### src/rtl/mpt_mem_arbiter.sv
// mpt_mem_arbiter: shares one memory master port among the MPT walker's
// per-level stages. Grants one request per cycle. The winner's lane index is
// queued in order, so each response goes back to the lane that issued it.
// Outstanding reads drain before a flush reports completion.
// Optional feature: define MPT_MEM_ARB_RR_EN for round-robin arbitration.
// When it is undefined, arbitration is fixed priority and the lowest lane wins.

package mpt_mem_arbiter_pkg;
  typedef enum logic [0:0] {
    MPT_FLUSH_NONE = 1'b0,
    MPT_FLUSH_REQ  = 1'b1
  } mptw_flush_ctrl_e;

  typedef enum logic [1:0] {
    MPT_FLUSHED_NONE      = 2'd0,
    MPT_FLUSHED_ONGOING   = 2'd1,
    MPT_FLUSHED_COMPLETED = 2'd2
  } mptw_flush_status_e;
endpackage

module mpt_mem_arbiter
  import mpt_mem_arbiter_pkg::*;
#(
  parameter int unsigned NUM_REQ                       = 3,
  parameter int unsigned MAX_OUTSTANDING               = 4,
  parameter int unsigned MEMORY_TRANSACTION_DATA_WIDTH = 64,
  parameter int unsigned MEMORY_TRANSACTION_ADDR_WIDTH = 64
) (
  input  logic                                                   clk_i,
  input  logic                                                   rst_ni,
  input  logic [NUM_REQ-1:0]                                     slave_mem_req,
  output logic [NUM_REQ-1:0]                                     slave_mem_gnt,
  output logic [NUM_REQ-1:0]                                     slave_mem_valid,
  input  logic [NUM_REQ*MEMORY_TRANSACTION_ADDR_WIDTH-1:0]       slave_mem_addr,
  input  logic [NUM_REQ*MEMORY_TRANSACTION_DATA_WIDTH-1:0]       slave_mem_wdata,
  input  logic [NUM_REQ-1:0]                                     slave_mem_we,
  input  logic [NUM_REQ*(MEMORY_TRANSACTION_DATA_WIDTH/8)-1:0]   slave_mem_be,
  output logic [MEMORY_TRANSACTION_DATA_WIDTH-1:0]               slave_mem_rdata,
  output logic [NUM_REQ-1:0]                                     slave_mem_error,
  output logic                                                   memory_master_mem_req,
  input  logic                                                   memory_master_mem_gnt,
  input  logic                                                   memory_master_mem_valid,
  output logic [MEMORY_TRANSACTION_ADDR_WIDTH-1:0]               memory_master_mem_addr,
  input  logic [MEMORY_TRANSACTION_DATA_WIDTH-1:0]               memory_master_mem_rdata,
  output logic [MEMORY_TRANSACTION_DATA_WIDTH-1:0]               memory_master_mem_wdata,
  output logic                                                   memory_master_mem_we,
  output logic [MEMORY_TRANSACTION_DATA_WIDTH/8-1:0]             memory_master_mem_be,
  input  logic                                                   memory_master_mem_error,
  input  logic [$bits(mptw_flush_ctrl_e)-1:0]                    stage_ctrl_flush,
  output logic [$bits(mptw_flush_status_e)-1:0]                  stage_status_flushed,
  output logic                                                   protocol_err_o
);

  localparam int unsigned AW    = MEMORY_TRANSACTION_ADDR_WIDTH;
  localparam int unsigned DW    = MEMORY_TRANSACTION_DATA_WIDTH;
  localparam int unsigned BW    = DW / 8;
  localparam int unsigned IDX_W = $clog2(NUM_REQ);
  localparam int unsigned PTR_W = (MAX_OUTSTANDING > 1) ? $clog2(MAX_OUTSTANDING) : 1;
  localparam int unsigned CNT_W = $clog2(MAX_OUTSTANDING + 1);

  // Lane index to one-hot lane vector
  function automatic logic [NUM_REQ-1:0] idx_to_onehot(input logic [IDX_W-1:0] idx);
    logic [NUM_REQ-1:0] oh;
    oh = '0;
    for (int k = 0; k < NUM_REQ; k++) begin
      oh[k] = (idx == IDX_W'(k));
    end
    return oh;
  endfunction

  logic [IDX_W-1:0]    fifo_q [MAX_OUTSTANDING];
  logic [PTR_W-1:0]    wr_ptr_q, wr_ptr_d;
  logic [PTR_W-1:0]    rd_ptr_q, rd_ptr_d;
  logic [CNT_W-1:0]    count_q, count_d;
  mptw_flush_status_e  status_q, status_d;
  logic                perr_q, perr_d;

  logic [IDX_W-1:0]    winner_s;
  logic                found_s;
  logic [NUM_REQ-1:0]  winner_oh_s;
  logic [IDX_W-1:0]    head_s;
  logic                flush_s, full_s, eligible_s;
  logic                push_s, pop_s, spurious_s;

`ifdef MPT_MEM_ARB_RR_EN
  logic [IDX_W-1:0]    arb_ptr_q, arb_ptr_d;
  logic [IDX_W:0]      cand_s;

  // Round-robin search starting at the arbitration pointer
  always_comb begin
    winner_s = '0;
    found_s  = 1'b0;
    cand_s   = '0;
    for (int k = 0; k < NUM_REQ; k++) begin
      cand_s   = {1'b0, arb_ptr_q} + (IDX_W+1)'(k);
      cand_s   = (cand_s >= (IDX_W+1)'(NUM_REQ)) ? (cand_s - (IDX_W+1)'(NUM_REQ)) : cand_s;
      winner_s = (!found_s && slave_mem_req[cand_s[IDX_W-1:0]]) ? cand_s[IDX_W-1:0] : winner_s;
      found_s  = found_s | slave_mem_req[cand_s[IDX_W-1:0]];
    end
  end

  // Pointer moves just past the lane that completed a handshake
  always_comb begin
    arb_ptr_d = arb_ptr_q;
    if (push_s) begin
      arb_ptr_d = (winner_s == IDX_W'(NUM_REQ-1)) ? '0 : (winner_s + IDX_W'(1));
    end else begin
      arb_ptr_d = arb_ptr_q;
    end
  end

  // Arbitration pointer register
  always_ff @(posedge clk_i or negedge rst_ni) begin
    if (!rst_ni) begin
      arb_ptr_q <= '0;
    end else begin
      arb_ptr_q <= arb_ptr_d;
    end
  end
`else
  // Fixed priority: lowest requesting lane index wins
  always_comb begin
    winner_s = '0;
    found_s  = 1'b0;
    for (int k = 0; k < NUM_REQ; k++) begin
      winner_s = (!found_s && slave_mem_req[k]) ? IDX_W'(k) : winner_s;
      found_s  = found_s | slave_mem_req[k];
    end
  end
`endif

  assign winner_oh_s = idx_to_onehot(winner_s);
  assign flush_s     = (stage_ctrl_flush != '0);
  assign full_s      = (count_q == CNT_W'(MAX_OUTSTANDING));
  assign eligible_s  = !full_s && !flush_s;
  assign push_s      = memory_master_mem_req && memory_master_mem_gnt;
  assign pop_s       = memory_master_mem_valid && (count_q != '0);
  assign spurious_s  = memory_master_mem_valid && (count_q == '0);
  assign head_s      = fifo_q[rd_ptr_q];

  // Request path: winner's request fields drive the master port (AND-OR mux)
  always_comb begin
    memory_master_mem_req   = eligible_s && found_s;
    memory_master_mem_addr  = '0;
    memory_master_mem_wdata = '0;
    memory_master_mem_we    = 1'b0;
    memory_master_mem_be    = '0;
    for (int k = 0; k < NUM_REQ; k++) begin
      memory_master_mem_addr  = memory_master_mem_addr  | ({AW{winner_oh_s[k]}} & slave_mem_addr[k*AW +: AW]);
      memory_master_mem_wdata = memory_master_mem_wdata | ({DW{winner_oh_s[k]}} & slave_mem_wdata[k*DW +: DW]);
      memory_master_mem_we    = memory_master_mem_we    | (winner_oh_s[k] & slave_mem_we[k]);
      memory_master_mem_be    = memory_master_mem_be    | ({BW{winner_oh_s[k]}} & slave_mem_be[k*BW +: BW]);
    end
  end

  // Grant and response routing back to the lanes
  always_comb begin
    slave_mem_gnt   = push_s ? winner_oh_s : '0;
    slave_mem_valid = pop_s ? idx_to_onehot(head_s) : '0;
    slave_mem_error = (pop_s && memory_master_mem_error) ? idx_to_onehot(head_s) : '0;
    slave_mem_rdata = memory_master_mem_rdata;
  end

  // Queue pointer and occupancy next state; pointers wrap by explicit compare
  always_comb begin
    wr_ptr_d = push_s ? ((wr_ptr_q == PTR_W'(MAX_OUTSTANDING-1)) ? '0 : (wr_ptr_q + PTR_W'(1))) : wr_ptr_q;
    rd_ptr_d = pop_s  ? ((rd_ptr_q == PTR_W'(MAX_OUTSTANDING-1)) ? '0 : (rd_ptr_q + PTR_W'(1))) : rd_ptr_q;
    case ({push_s, pop_s})
      2'b10:   count_d = count_q + CNT_W'(1);
      2'b01:   count_d = count_q - CNT_W'(1);
      default: count_d = count_q;
    endcase
  end

  // Outstanding queue: storage, pointers and count
  always_ff @(posedge clk_i or negedge rst_ni) begin
    if (!rst_ni) begin
      wr_ptr_q <= '0;
      rd_ptr_q <= '0;
      count_q  <= '0;
      for (int k = 0; k < MAX_OUTSTANDING; k++) begin
        fifo_q[k] <= '0;
      end
    end else begin
      wr_ptr_q <= wr_ptr_d;
      rd_ptr_q <= rd_ptr_d;
      count_q  <= count_d;
      if (push_s) begin
        fifo_q[wr_ptr_q] <= winner_s;
      end
    end
  end

  // Flush status next state: tracks occupancy while a flush is requested
  always_comb begin
    status_d = MPT_FLUSHED_NONE;
    if (flush_s) begin
      status_d = (count_d != '0) ? MPT_FLUSHED_ONGOING : MPT_FLUSHED_COMPLETED;
    end else begin
      status_d = MPT_FLUSHED_NONE;
    end
    perr_d = spurious_s;
  end

  // Flush status state and protocol error pulse registers
  always_ff @(posedge clk_i or negedge rst_ni) begin
    if (!rst_ni) begin
      status_q <= MPT_FLUSHED_NONE;
      perr_q   <= 1'b0;
    end else begin
      status_q <= status_d;
      perr_q   <= perr_d;
    end
  end

  // Status and error outputs come straight from registers
  always_comb begin
    stage_status_flushed = status_q;
    protocol_err_o       = perr_q;
  end

endmodule
### config.mk
export PLATFORM = sky130hd
export DESIGN_NAME = mpt_mem_arbiter
export DESIGN_NICKNAME = d
export VERILOG_FILES = /design/src/rtl/mpt_mem_arbiter.sv
export SDC_FILE = /design/constraint.sdc
export NUM_CORES = 1
export LEC_CHECK = 0
export CAP_MARGIN = 20
export CORE_AREA = 2 2 271 273
export CTS_BUF_LIST = sky130_fd_sc_hd__clkbuf_8
export CTS_CLUSTER_SIZE = 40
export DETAILED_ROUTE_END_ITERATION = 8
export DIE_AREA = 0 0 273 275
export GPL_ROUTABILITY_DRIVEN = 1
export PLACE_DENSITY = 0.31
export SLEW_MARGIN = 25
export SYNTH_ARGS = -nofsm -noshare
export SYNTH_HDL_FRONTEND = slang
export SYNTH_SLANG_ARGS = --single-unit
### constraint.sdc
create_clock -name clk_i -period 6.9 [get_ports clk_i]
set_input_delay 2.07 -clock clk_i [delete_from_list [all_inputs] [get_ports clk_i]]
set_output_delay 2.07 -clock clk_i [all_outputs]
set_load 0.02 [all_outputs]
## Yosys cells after proc, flatten, opt, wreduce, memory -nomap -nowiden

Index checks and enable logic that the tools add are counted.

- Register bits: 18
- Output and inout port bits: 214
- Input bits: 484

- Bitwise logic cells: 24
- Reductions and logical operators: 18
- Mux-type cells: 16
- Order comparisons: 3
- Equality and inequality tests: 9
- Add/sub/neg operators: 4

Operators with widths:

| kind | count |
|---|---|
| AND 64 bit | 6 |
| OR 64 bit | 4 |
| AND 8 bit | 3 |
| two-way mux 2 bit | 8 |
| OR 8 bit | 2 |
| equality test 2 bit (second input constant) | 5 |
| logical AND 1 bit | 9 |
| two-way mux 3 bit | 3 |
| bitwise mux 8 bit | 1 |
| equality test 2 x 1 -> 1 bit (second input constant) | 3 |
| >= comparator 3 bit (second input constant) | 2 |
| NOT 2 -> 3 bit | 2 |
| one-hot mux 3 bit (2 select lines) | 1 |
| nonzero test 3 bit | 2 |
| adder 2 x 1 -> 2 bit (second input constant) | 2 |
| binary-select mux 2 bit (select 2 bit) | 1 |
| demux 2 bit (select 2 bit) | 1 |
| logical NOT 1 bit | 4 |
| logical NOT 2 bit | 2 |
| OR 1 bit | 4 |
| adder 3 x 1 -> 3 bit (second input constant) | 1 |
| AND 1 bit | 3 |
| equality test 3 bit (second input constant) | 1 |
| logical NOT 3 bit | 1 |
| other kinds (3) | 3 |

## Depth between registers and ports, before layout

- Depth in word-level cells: 10
- Depth in mapped cells: 9

## Least setup slack after synthesis

Ideal clock, no wire load.

- Path type: input port to output port
- From: in stage_ctrl_flush
- To: out slave_mem_gnt[2]
- Path buffers: 2
- Data arrival time: 3.634 ns
- Data required time: 4.830 ns
- Setup slack: 1.196 ns
- Stages on the path: 4
- Cell sequence: buf_1 > or4b_1 > buf_2 > nor4b_1

- Cells in the longest elaborated chain, start to end: 5

Ends and longest elaborated chain:

| element | RTL line | source |
|---|---|---|
| start: declaration | 49 | `input logic [$bits(mptw_flush_ctrl_e)-1:0] stage_ctrl_flush,` |
| logical NOT 1 bit | 135 | `assign eligible_s = !full_s && !flush_s;` |
| logical AND 1 bit | 135 |  |
| logical AND 1 bit | 143 | `memory_master_mem_req = eligible_s && found_s;` |
| logical AND 1 bit | 136 | `assign push_s = memory_master_mem_req && memory_master_mem_gnt;` |
| two-way mux 3 bit | 158 | `slave_mem_gnt = push_s ? winner_oh_s : '0;` |
| end: declaration | 32 | `output logic [NUM_REQ-1:0] slave_mem_gnt,` |

Every way passes these cells.

## Worst setup path in the final report

- From: in slave_mem_req[1]
- To: out memory_master_mem_wdata[1]

- Cells in the longest elaborated chain, start to end: 8
- Elaborated cells on any way between the ends: 14
- Those cells by class: 2 x eq/ne; 2 x mux; 6 x bitwise; 4 x reduce/logical

Ends and longest elaborated chain:

| element | RTL line | source |
|---|---|---|
| start: declaration | 31 | `input logic [NUM_REQ-1:0] slave_mem_req,` |
| OR 1 bit | 127 | `found_s = found_s \| slave_mem_req[k];` |
| logical NOT 1 bit | 126 | `winner_s = (!found_s && slave_mem_req[k]) ? IDX_W'(k) : winner_s;` |
| logical AND 1 bit | 126 |  |
| two-way mux 2 bit * | 126 |  |
| equality test 2 x 1 -> 1 bit / logical NOT 2 bit (equally long branches) | 66 | `oh[k] = (idx == IDX_W'(k));` |
| AND 64 bit | 150 | `memory_master_mem_wdata = memory_master_mem_wdata \| ({DW{winner_oh_s[k]}} & slave_mem_wdata[k*DW +: DW]);` |
| OR 64 bit | 150 |  |
| OR 64 bit * | 150 |  |
| end: declaration | 45 | `output logic [MEMORY_TRANSACTION_DATA_WIDTH-1:0] memory_master_mem_wdata,` |

Mark *: on every way between the ends. The rest lies on a longest branch, timed or not.

==> impl_metrics.csv <==
group,metric,value,unit
status,outcome,"finished, final reports clean",
clocking,hold_buffers,0,
die,die_w,273,um
synthesis,synth_common_cells,"nand2_1 (283), a22oi_1 (137), buf_4 (64), clkbuf_1 (35), dfrtp_1 (18)",
final_layout,fin_cells,2059,
worst_setup_path,cpPeakStageDelay,0.69,ns
detailed_routing,routed_wl,36.6,mm
worst_setup_path,cp_top_family,"buffers and inverters",
sta,final_max_slew_viol_count,0,
final_layout,multi_input_area,2630,sq um
pwr,p_leak,4.13,nW
placed_design,dp_cells,2051,
detailed_routing,firstDrtPassIters,4,
sta,fin_worst_skew,0.00152,ns
global_route,antenna_found_initial,11,
placed_design,hpwl,31.5,mm
synthesis,synth-seq-cells,18,
synthesis,synthDistinctLibCells,35,
global_route,grt_pass1_wl,48.9,mm
die,die_h,275,um
detailed_routing,vias,6255,
synthesis,ys_seq_area_share,12.0,%
sta,max_freq,151,MHz
sta,slew_headroom,42.8,%
worst_setup_path,cp_slowest_cell,"o21bai_4",
sta,fin_crit,6.61,ns
job,maxCapViolations,0,
sta,period_share,95.8,%
clocking,cts_buffers,3,
synthesis,synth_edf_count,0,
clocking,clock_sinks,18,
sta,tightest_slew,0.850,ns
sta,grt_setup_unrepaired,"false",
synthesis,synthMostInstantiatedCell,"nand2_1",
sta,setup_violations,0,
clocking,post_cts_resized,0,
detailed_routing,routed_via_density,3.04,
clocking,cts_tree,"yes",
global_route,grt_pass1_vias,6635,
sta,hold_slack,0.503,ns
final_layout,post-route-util,14.4,%
die,num_rows,99,
placed_design,portBuffers,569,
worst_setup_path,path_cells,"clkdlybuf4s50_1 -> o21bai_4 -> buf_12 -> nand2_1 -> nand2_1 -> clkdlybuf4s50_1",
clocking,cts_setup_buffers,0,
clocking,htreeDepth,1,
sta,finalHoldViolCount,0,
die,initial_core_util,5.20,%
clocking,cts_root_buffer,"clkbuf_8",
global_route,grt_max_degree,63,
synthesis,synth-warning-count,0,
sta,tns,0,ns
synthesis,syn_inst,612,
placed_design,dpl_cell_area,10400,sq um
synthesis,synth_top_area_cell,"nand2_1",
worst_setup_path,cp_max_fo,53,
die,num_io_pins,698,
synthesis,ys_async_sr_fraction,100,%
clocking,clockBufferDepth,2,
placed_design,gpl.final_weighted_congestion,0.729,
detailed_routing,drtIter0Drc,243,
synthesis,synth_top_area_share,28.3,%
worst_setup_path,crit_required,4.83,ns
synthesis,avgSynthCellArea,6.14,sq um
final_layout,areaGrowthSynthToFinish,177,%
global_route,track_usage,9.01,%
synthesis,syn_nets,1103,
final_layout,nFillCells,8351,
final_layout,regArea,450,sq um
global_route,grt.overflow.total,0,
detailed_routing,drc_errors,0,
worst_setup_path,arrival,4.54,ns
synthesis,ys_top_cells_by_area,"nand2_1 (28%), a22oi_1 (27%), buf_4 (13%)",
worst_setup_path,startpoint_type,"input pin",
die,core_area,72300,sq um
synthesis,ys.flop_type,"dfrtp_1",
pwr,power_density,117,nW/um^2
die,die-area,75100,sq um
worst_setup_path,criticalPathCategory,"input pin to output port",
worst_setup_path,worst-path-buf-inv,3,
clocking,clk_latency,0.25,ns
detailed_routing,routedWlPerCell,17.8,um
synthesis,syn-cell-area,3760,sq um
final_layout,final_cell_area,10400,sq um
pwr,peakVddDrop,0.0000832,V
clocking,clkTransAtPathRegs,0.07,ns
final_layout,drive_above_1_share,5.93,%
detailed_routing,ant_nets,0,
worst_setup_path,cp-end-kind,"output port",
hold_path,holdCritPathClass,"flip-flop to flip-flop",
final_layout,fin_nets,1588,
==> area by class of cell <==
cell class / count / share of cell area (%)
Clock buffer: 4 / 0.528
Inverter: 7 / 0.252
Antenna cell: 4 / 0.0961
Sequential cell: 18 / 4.32
Multi-Input combinational cell: 475 / 25.2
Timing Repair Buffer: 592 / 58.1
Tap cell: 959 / 11.5
==> metrics by stage <==
step	power (mW)	worst slack (ns)
2_1_floorplan	0.632	1.20
3_3_place_gp	1.15	0.250
3_5_place_dp	1.15	0.207
4_1_cts	1.25	0.182
5_1_grt	1.32	0.0929
6_report	1.22	0.291
==> worst reg2reg max path, stage by stage (launching register included) <==
cell,delay (ns)
dfrtp_1,0.45
o31ai_1,0.76
inv_1,0.26
ha_1,0.29
inv_1,0.08
fa_1,0.40
nand2b_1,0.10
a21oi_1,0.09
and4_1,0.21
==> cell usage in the layout, fill, tap and decap left out, types with 2 or more instances in the layout <==
master	instances
a22oi_1	137
dfrtp_1	18
nand2_1	283
nor2_1	3
nor3_1	4
mux2_4	2
nor4b_1	2
nand2b_1	3
nor4_1	4
clkbuf_8	4
mux4_2	2
clkdlybuf4s50_1	548
mux2_2	8
diode_2	4
buf_4	24
inv_1	7
ha_1	6
buf_12	19
nor3b_1	3
==> state kept, by name, summed over array words and instances (netlist names) <==
name / flops
protocol_err_o: 1
stage_status_flushed: 2
count_q: 3
fifo_q: 8
wr_ptr_q: 2
rd_ptr_q: 2
==> layer usage <==
layer	track usage [%]	vias to the layer above	wire length, um	share of wire, %
met1	10.2	2815	14100	38
li1	-	3032	-	-
met2	15.5	349	17800	49
met4	2.78	8	874	2.4
met3	3.59	51	3820	10
met5	0	-	52	0.14
==> where the power goes <==
part | switching, mW | internal [mW]
clock network | 0.0358 | 0.0507
logic | 0.415 | 0.525
registers | 0.0416 | 0.154
total | 0.492 | 0.729
==> worst paths after layout <==
check	start	to	slack, ns	cells after the start
setup / recovery	slave_mem_req[1]	memory_master_mem_wdata[1]	0.29	6
hold / removal	count_q[2]	protocol_err_o	0.50	1
setup reg to reg	count_q[0]	stage_status_flushed[1]	4.14	8
hold reg to reg	count_q[2]	protocol_err_o	0.50	1
max in group asynchronous	rst_ni	fifo_q[6]	4.84	1
min in group asynchronous	rst_ni	wr_ptr_q[0]	1.75	1
==> cell families after synthesis <==
kind of cell	synth area share, %
flip-flops	12.0
AO/OA/AOI/OAI	28.4
adder cells (fa/ha/maj)	2.53
XOR/XNOR	0.466
multiplexers	4.39
AND/OR/NAND/NOR	33.6
buffers and inverters	18.7
Power figures use the tool's default switching activity.
